<file path="config.mk">
export PLATFORM = sky130hd
export DESIGN_NAME = addsub_seq_ctrl
export DESIGN_NICKNAME = d
export VERILOG_FILES = /design/src/rtl/addsub_seq_ctrl.sv
export SDC_FILE = /design/constraint.sdc
export NUM_CORES = 1
export LEC_CHECK = 0
export BUFFER_PORTS_ARGS = -buffer_cell sky130_fd_sc_hd__clkbuf_2
export CAP_MARGIN = 20
export CORE_AREA = 4 4 82 84
export DETAILED_ROUTE_END_ITERATION = 7
export DIE_AREA = 0 0 86 88
export GPL_TIMING_DRIVEN = 0
export PLACE_DENSITY = 0.75
export SLEW_MARGIN = 25
export SYNTH_ARGS = -nofsm -noshare
export SYNTH_HDL_FRONTEND = slang
export SYNTH_HIERARCHICAL = 1
export SYNTH_SLANG_ARGS = --single-unit
</file>
<file path="constraint.sdc">
create_clock -name clk -period 4.05 [get_ports clk]
set_input_delay 0.81 -clock clk [delete_from_list [all_inputs] [get_ports clk]]
set_output_delay 0.81 -clock clk [all_outputs]
set_load 0.1 [all_outputs]
</file>
<file path="src/rtl/addsub_seq_ctrl.sv">
// rtl/addsub_seq_ctrl.sv - nibble-serial wide add/subtract controller
//
// Purpose: performs a W = 4*NIBBLES bit unsigned add or subtract by reusing a
// single 4-bit add/sub slice once per clock, least-significant nibble first,
// with the carry/borrow chained between nibbles in a register.
//
// Ports:
//   clk      rising-edge clock
//   rst      synchronous active-high reset
//   start    request; accepted only in IDLE or DONE
//   Mode     0 = A+B, 1 = A-B (latched with start)
//   A, B     W-bit unsigned operands (latched with start)
//   busy     high while nibbles are being processed
//   done     one-cycle pulse when S_D/C_B_out are updated
//   S_D      W-bit sum/difference, held until the next completion
//   C_B_out  add: carry out of MSB; subtract: borrow (1 iff A < B)
//   V        (only with ADDSUB_SEQ_OVF_EN) signed two's-complement overflow
//
// Optional feature macro: ADDSUB_SEQ_OVF_EN adds the V output.

module addsub_nibble_slice (
    input  logic [3:0] a_i,
    input  logic [3:0] b_i,
    input  logic       mode_i,
    input  logic       cin_i,
    output logic [3:0] sum_o,
    output logic       cout_o
);
    logic [4:0] total;

    // Subtract is A + ~B + 1; the +1 arrives through cin on the first nibble.
    assign total  = {1'b0, a_i} + {1'b0, b_i ^ {4{mode_i}}} + {4'b0000, cin_i};
    assign sum_o  = total[3:0];
    assign cout_o = total[4];
endmodule

module addsub_seq_ctrl #(
    parameter int NIBBLES = 4
) (
    input  logic                   clk,
    input  logic                   rst,
    input  logic                   start,
    input  logic                   Mode,
    input  logic [4*NIBBLES-1:0]   A,
    input  logic [4*NIBBLES-1:0]   B,
    output logic                   busy,
    output logic                   done,
    output logic [4*NIBBLES-1:0]   S_D,
    output logic                   C_B_out
`ifdef ADDSUB_SEQ_OVF_EN
    ,
    output logic                   V
`endif
);
    localparam int W  = 4 * NIBBLES;
    localparam int IW = (NIBBLES > 1) ? $clog2(NIBBLES) : 1;

    typedef enum logic [1:0] {
        ST_IDLE = 2'd0,
        ST_RUN  = 2'd1,
        ST_DONE = 2'd2
    } state_t;

    state_t         state_q;
    logic [IW-1:0]  idx_q;
    logic           carry_q;
    logic           mode_q;
    logic [W-1:0]   a_q;
    logic [W-1:0]   b_q;
    logic [W-1:0]   res_q;
    logic [W-1:0]   res_d;
    logic           busy_q;
    logic           done_q;
    logic [W-1:0]   s_d_q;
    logic           c_b_q;

    logic [3:0]     a_nib;
    logic [3:0]     b_nib;
    logic [3:0]     nib_sum;
    logic           nib_cout;
    logic           last_nib;

    addsub_nibble_slice u_slice (
        .a_i    (a_nib),
        .b_i    (b_nib),
        .mode_i (mode_q),
        .cin_i  (carry_q),
        .sum_o  (nib_sum),
        .cout_o (nib_cout)
    );

    // Select the current nibble and merge the slice result into the
    // accumulated result so the final nibble is visible in the same edge
    // that moves the full word to S_D.
    always_comb begin
        a_nib    = a_q[{idx_q, 2'b00} +: 4];
        b_nib    = b_q[{idx_q, 2'b00} +: 4];
        res_d    = res_q;
        res_d[{idx_q, 2'b00} +: 4] = nib_sum;
        last_nib = (idx_q == IW'(NIBBLES - 1));
    end

`ifdef ADDSUB_SEQ_OVF_EN
    logic v_q;
    logic msb_cin;

    // Carry into the MSB recovered from the MSB sum bit of the last nibble.
    assign msb_cin = a_nib[3] ^ b_nib[3] ^ mode_q ^ nib_sum[3];
    assign V       = v_q;
`endif

    always_ff @(posedge clk) begin
        if (rst) begin
            state_q <= ST_IDLE;
            idx_q   <= '0;
            carry_q <= 1'b0;
            mode_q  <= 1'b0;
            a_q     <= '0;
            b_q     <= '0;
            res_q   <= '0;
            busy_q  <= 1'b0;
            done_q  <= 1'b0;
            s_d_q   <= '0;
            c_b_q   <= 1'b0;
`ifdef ADDSUB_SEQ_OVF_EN
            v_q     <= 1'b0;
`endif
        end else begin
            case (state_q)
                ST_IDLE, ST_DONE: begin
                    done_q <= 1'b0;
                    if (start) begin
                        a_q     <= A;
                        b_q     <= B;
                        mode_q  <= Mode;
                        carry_q <= Mode;
                        idx_q   <= '0;
                        busy_q  <= 1'b1;
                        state_q <= ST_RUN;
                    end else begin
                        state_q <= ST_IDLE;
                    end
                end
                ST_RUN: begin
                    // start is deliberately not looked at here.
                    res_q   <= res_d;
                    carry_q <= nib_cout;
                    idx_q   <= idx_q + IW'(1);
                    if (last_nib) begin
                        busy_q  <= 1'b0;
                        done_q  <= 1'b1;
                        s_d_q   <= res_d;
                        c_b_q   <= mode_q ? ~nib_cout : nib_cout;
`ifdef ADDSUB_SEQ_OVF_EN
                        v_q     <= msb_cin ^ nib_cout;
`endif
                        state_q <= ST_DONE;
                    end
                end
                default: begin
                    busy_q  <= 1'b0;
                    done_q  <= 1'b0;
                    state_q <= ST_IDLE;
                end
            endcase
        end
    end

    assign busy    = busy_q;
    assign done    = done_q;
    assign S_D     = s_d_q;
    assign C_B_out = c_b_q;
endmodule

</file>
==> qor.log <==
qor: outcome.status finished, final reports clean
qor: global_route.number_of_global_route_vias_before_repair 2,676
qor: logic_synthesis.postSynthAreaPerCell 9.07 um^2
qor: floorplanning.die_width 86 um
qor: clock_tree.tritoncts yes
qor: logic_synthesis.ys_warn_count 6
qor: floorplanning.number_of_standard_cell_rows_in_the_floorplan 28
qor: critical_path.critPathMaxFanout 10
qor: critical_path.worst_path_most_repeated_cell sky130_fd_sc_hd__fa_1
qor: pwr.vdd_drop_max 0.000240 V
qor: timing.final_min_period_over_clock_period 83.5%
qor: timing.fin_hold_ws 455 ps
qor: logic_synthesis.synthDistinctLibCells 40
qor: pwr.power-per-cell-area 397 nW/um^2
qor: global_route.global_route.usage.total 20.9%
qor: clock_tree.postCtsSetupRepairBufs 0
qor: pwr.power_leakage 1.51 nW
qor: timing.worst_slew_pin_slew 739 ps
qor: logic_synthesis.instance_count_of_the_mapped_netlist 345
qor: detailed_routing.drt-initial-drc-count 176
qor: cells_and_area.layout.nets 455
qor: timing.fin_setup_tns 0 ps
qor: timing.finalHoldViolCount 0
qor: floorplanning.initial_utilization 52.9%
qor: clock_tree.path_clk_slew 70 ps
qor: critical_path.worstSetupPathType flip-flop to flip-flop
qor: clock_tree.htreeDepth 3
qor: logic_synthesis.ys_dominant_reg_cell sky130_fd_sc_hd__dfxtp_1
qor: timing.slew_headroom 50.6%
qor: clock_tree.ctsResizeCount 0
qor: global_route.grtUsageMet1 26.5%
qor: placement.gp_routability_congestion 0.814
qor: critical_path.critPathArrivalTime 3630 ps
qor: critical_path.timing.critical_path.max_delay_family XOR/XNOR gates
qor: timing.finalSetupViolCount 0
qor: detailed_routing.dr_total_vias 2,636
qor: placement.port-buffer-count 53
qor: detailed_routing.routed_wirelength 7220 um
qor: critical_path.critical_path.slowest_cell sky130_fd_sc_hd__xor2_1
qor: critical_path.crit_start idx_q[1]
qor: logic_synthesis.synth_top_area_share 44.1%
qor: hold_path.hold_path.startpoint b_q[11]
qor: detailed_routing.drt-vias-per-instance 5.40
qor: detailed_routing.route.detailed.wl_per_inst 14.8 um
qor: logic_synthesis.number_of_flops_mapped_to_enable_cells_by_yosys 0
qor: clock_tree.clockRootBuffer sky130_fd_sc_hd__clkbuf_8
qor: placement.dp.final_hpwl 5300 um
qor: logic_synthesis.cell_accounting_for_the_most_synthesized_area sky130_fd_sc_hd__dfxtp_1
qor: floorplanning.core-area 5920 um^2
qor: global_route.maximum_number_of_pins_on_one_net_before_global_route_repair 11
qor: critical_path.cp_data_required_time 4300 ps
qor: timing.timing.final.crit_period 3380 ps
qor: cells_and_area.area_growth 17.2%
qor: logic_synthesis.synthesis.area 3130 um^2
qor: detailed_routing.antenna_violating_nets_left 0
qor: logic_synthesis.yosys-top-cells-area sky130_fd_sc_hd__dfxtp_1 44%, sky130_fd_sc_hd__nand2_1 8.8%, sky130_fd_sc_hd__a21oi_1 7.2%, sky130_fd_sc_hd__mux4_2 5.8%, sky130_fd_sc_hd__ha_1 3.2%
qor: critical_path.crit_path_cell_trace clkbuf_1, mux4_2, xnor2_1, fa_1, inv_1, fa_1, xor2_1, nor2b_1, nand4b_1, a211oi_1
qor: critical_path.start_of_the_worst_register_to_register_path idx_q[1]
qor: clock_tree.cts_sinks 69
qor: clock_tree.cts_hold_repair.buffers 0
qor: global_route.antenna_found_initial 0
qor: critical_path.cp-end-kind flip-flop
qor: timing.rsz0062_at_grt false
qor: flow_run.maxCapViolCount 0
qor: hold_path.holdCritPathClass flip-flop to flip-flop
qor: timing.achievable-frequency 0.296 GHz
qor: logic_synthesis.synthesis.nets 391
qor: clock_tree.clock_path_buffers 2
qor: cells_and_area.fillers 554
qor: critical_path.critical_path_buf_inv_count 2
qor: critical_path.worstSetupStartpointType flip-flop
qor: logic_synthesis.synthTopCellsByCount 73 x sky130_fd_sc_hd__nand2_1, 69 x sky130_fd_sc_hd__dfxtp_1, 45 x sky130_fd_sc_hd__a21oi_1
qor: clock_tree.worst_skew_pair.late_latency 340 ps
qor: detailed_routing.drt_drc_violations_left 0
qor: detailed_routing.first_pass_iters 4
qor: logic_synthesis.synth-seq-area-share 44.1%
qor: floorplanning.die_area 7570 um^2
qor: timing.timing_max_transition_violations_final 0
qor: global_route.grt_pass1_wl 12,300 um
qor: logic_synthesis.yosys.cell_count.top_type sky130_fd_sc_hd__nand2_1
qor: global_route.grt.busiest_layer met2
qor: cells_and_area.layout_cells_sized_above_1 25.2%
qor: logic_synthesis.postSynth.asyncResetShare 0%
qor: cells_and_area.insertedDiodeCount 0
qor: floorplanning.floorplan.die.height 88 um
qor: clock_tree.cts_buffers 9
qor: floorplanning.top_level_ports 55
qor: critical_path.critical-path-max-stage-delay 500 ps
qor: timing.skew 4.98 ps
qor: global_route.grt_use_met3 3.86%
qor: global_route.global_route.usage.met2 34.8%
qor: global_route.grt_overflow_total 0
qor: logic_synthesis.synth-seq-cells 69
-- kinds of logic after synthesis --
logic type                 after synthesis  synth area share [%]
AOI/OAI and AO/OA                       76                  16.5
muxes                                    8                  5.76
buffers and inverters                   35                  5.80
adders and majority gates               10                  4.48
and+or+nand+nor                        140                  21.4
xor gates and xnor gates                 7                  1.96
DFF                                     69                  44.1
-- registers in the layout, summed over array words and instances (netlist names) --
signal,count
busy,1
idx_q,2
C_B_out,1
a_q,16
res_q,12
b_q,16
S_D,16
mode_q,1
carry_q,1
done,1
state_q,2
-- where the power goes --
part	leakage, nW	total (W)	internal (W)	switching, W
clock	0.0926	0.000507	0.000269	0.000239
sequential	0.562	0.000719	0.000705	0.0000143
combinational	0.856	0.000227	0.0000832	0.000144
total	1.51	0.00145	0.00106	0.000397
-- path summary, 6_finish.rpt --
| path | to | slack, ps | cells after the start |
|---|---|---|---|
| max | S_D[2] | 670 | 10 |
| min | b_q[11] | 450 | 2 |
| max reg2reg | S_D[2] | 670 | 10 |
| min reg2reg | b_q[11] | 450 | 2 |
-- cell type report --
cell class	instances	area, um^2	share of cell area (%)
Timing Repair Buffer	53	265	7.24
Clock buffer	14	173	4.71
Clock inverter	1	5.00	0.137
Inverter	8	30.0	0.819
Buffer	27	151	4.13
Multi-Input combinational cell	241	1570	42.7
Tap cell	75	93.8	2.56
Sequential cell	69	1380	37.7
-- cells in the final DEF, fill, tap and decap left out, types with 2 or more instances in the layout --
master,instances
sky130_fd_sc_hd__a311oi_2,4
sky130_fd_sc_hd__nand2b_1,6
sky130_fd_sc_hd__a211oi_2,2
sky130_fd_sc_hd__nand3_1,9
sky130_fd_sc_hd__clkbuf_2,53
sky130_fd_sc_hd__xor2_1,5
sky130_fd_sc_hd__nor3_1,6
sky130_fd_sc_hd__xnor2_1,2
sky130_fd_sc_hd__ha_1,8
sky130_fd_sc_hd__clkbuf_8,12
sky130_fd_sc_hd__a22o_1,4
sky130_fd_sc_hd__nand2_1,73
sky130_fd_sc_hd__mux4_2,8
sky130_fd_sc_hd__nand4_1,4
sky130_fd_sc_hd__a32oi_1,8
sky130_fd_sc_hd__nor2b_1,4
sky130_fd_sc_hd__and3b_1,2
sky130_fd_sc_hd__inv_1,8
sky130_fd_sc_hd__buf_6,3
sky130_fd_sc_hd__buf_2,13
sky130_fd_sc_hd__a211oi_1,3
sky130_fd_sc_hd__clkbuf_1,10
sky130_fd_sc_hd__buf_4,3
sky130_fd_sc_hd__a21o_1,2
sky130_fd_sc_hd__a221oi_1,4
sky130_fd_sc_hd__nand3b_1,3
sky130_fd_sc_hd__dfxtp_1,69
sky130_fd_sc_hd__nor2_1,25
sky130_fd_sc_hd__a21oi_1,45
sky130_fd_sc_hd__fa_1,2
-- worst reg2reg max path: stages, from the launching register on --
cell,delay (ps)
sky130_fd_sc_hd__dfxtp_1,360
sky130_fd_sc_hd__clkbuf_1,490
sky130_fd_sc_hd__mux4_2,420
sky130_fd_sc_hd__xnor2_1,180
sky130_fd_sc_hd__fa_1,230
sky130_fd_sc_hd__inv_1,60
sky130_fd_sc_hd__fa_1,400
sky130_fd_sc_hd__xor2_1,500
sky130_fd_sc_hd__nor2b_1,320
sky130_fd_sc_hd__nand4b_1,140
sky130_fd_sc_hd__a211oi_1,210
-- layer usage --
| layer | share of wire, % | up-vias | wire length, um |
|---|---|---|---|
| li1 | - | 1329 | - |
| met2 | 48 | 71 | 3480 |
| met3 | 4.3 | 15 | 309 |
| met4 | 2.1 | 0 | 150 |
| met1 | 45 | 1221 | 3290 |
| met5 | 0 | - | 0 |
-- metrics by stage --
step | std cells | util [%] | total power (W) | setup WS [ps] | area, um^2
after floorplan | 345 | - | 0.000890 | 1360 | 3130
after global placement | 473 | 58.9 | 0.000953 | 777 | 3490
after detailed placement | 473 | 58.9 | 0.000960 | 746 | 3490
after CTS | 488 | 61.9 | 0.00146 | 695 | 3670
after global routing | 488 | 61.9 | 0.00151 | 532 | 3670
final | 488 | 61.9 | 0.00145 | 670 | 3670
(Power assumes the default switching activity.)
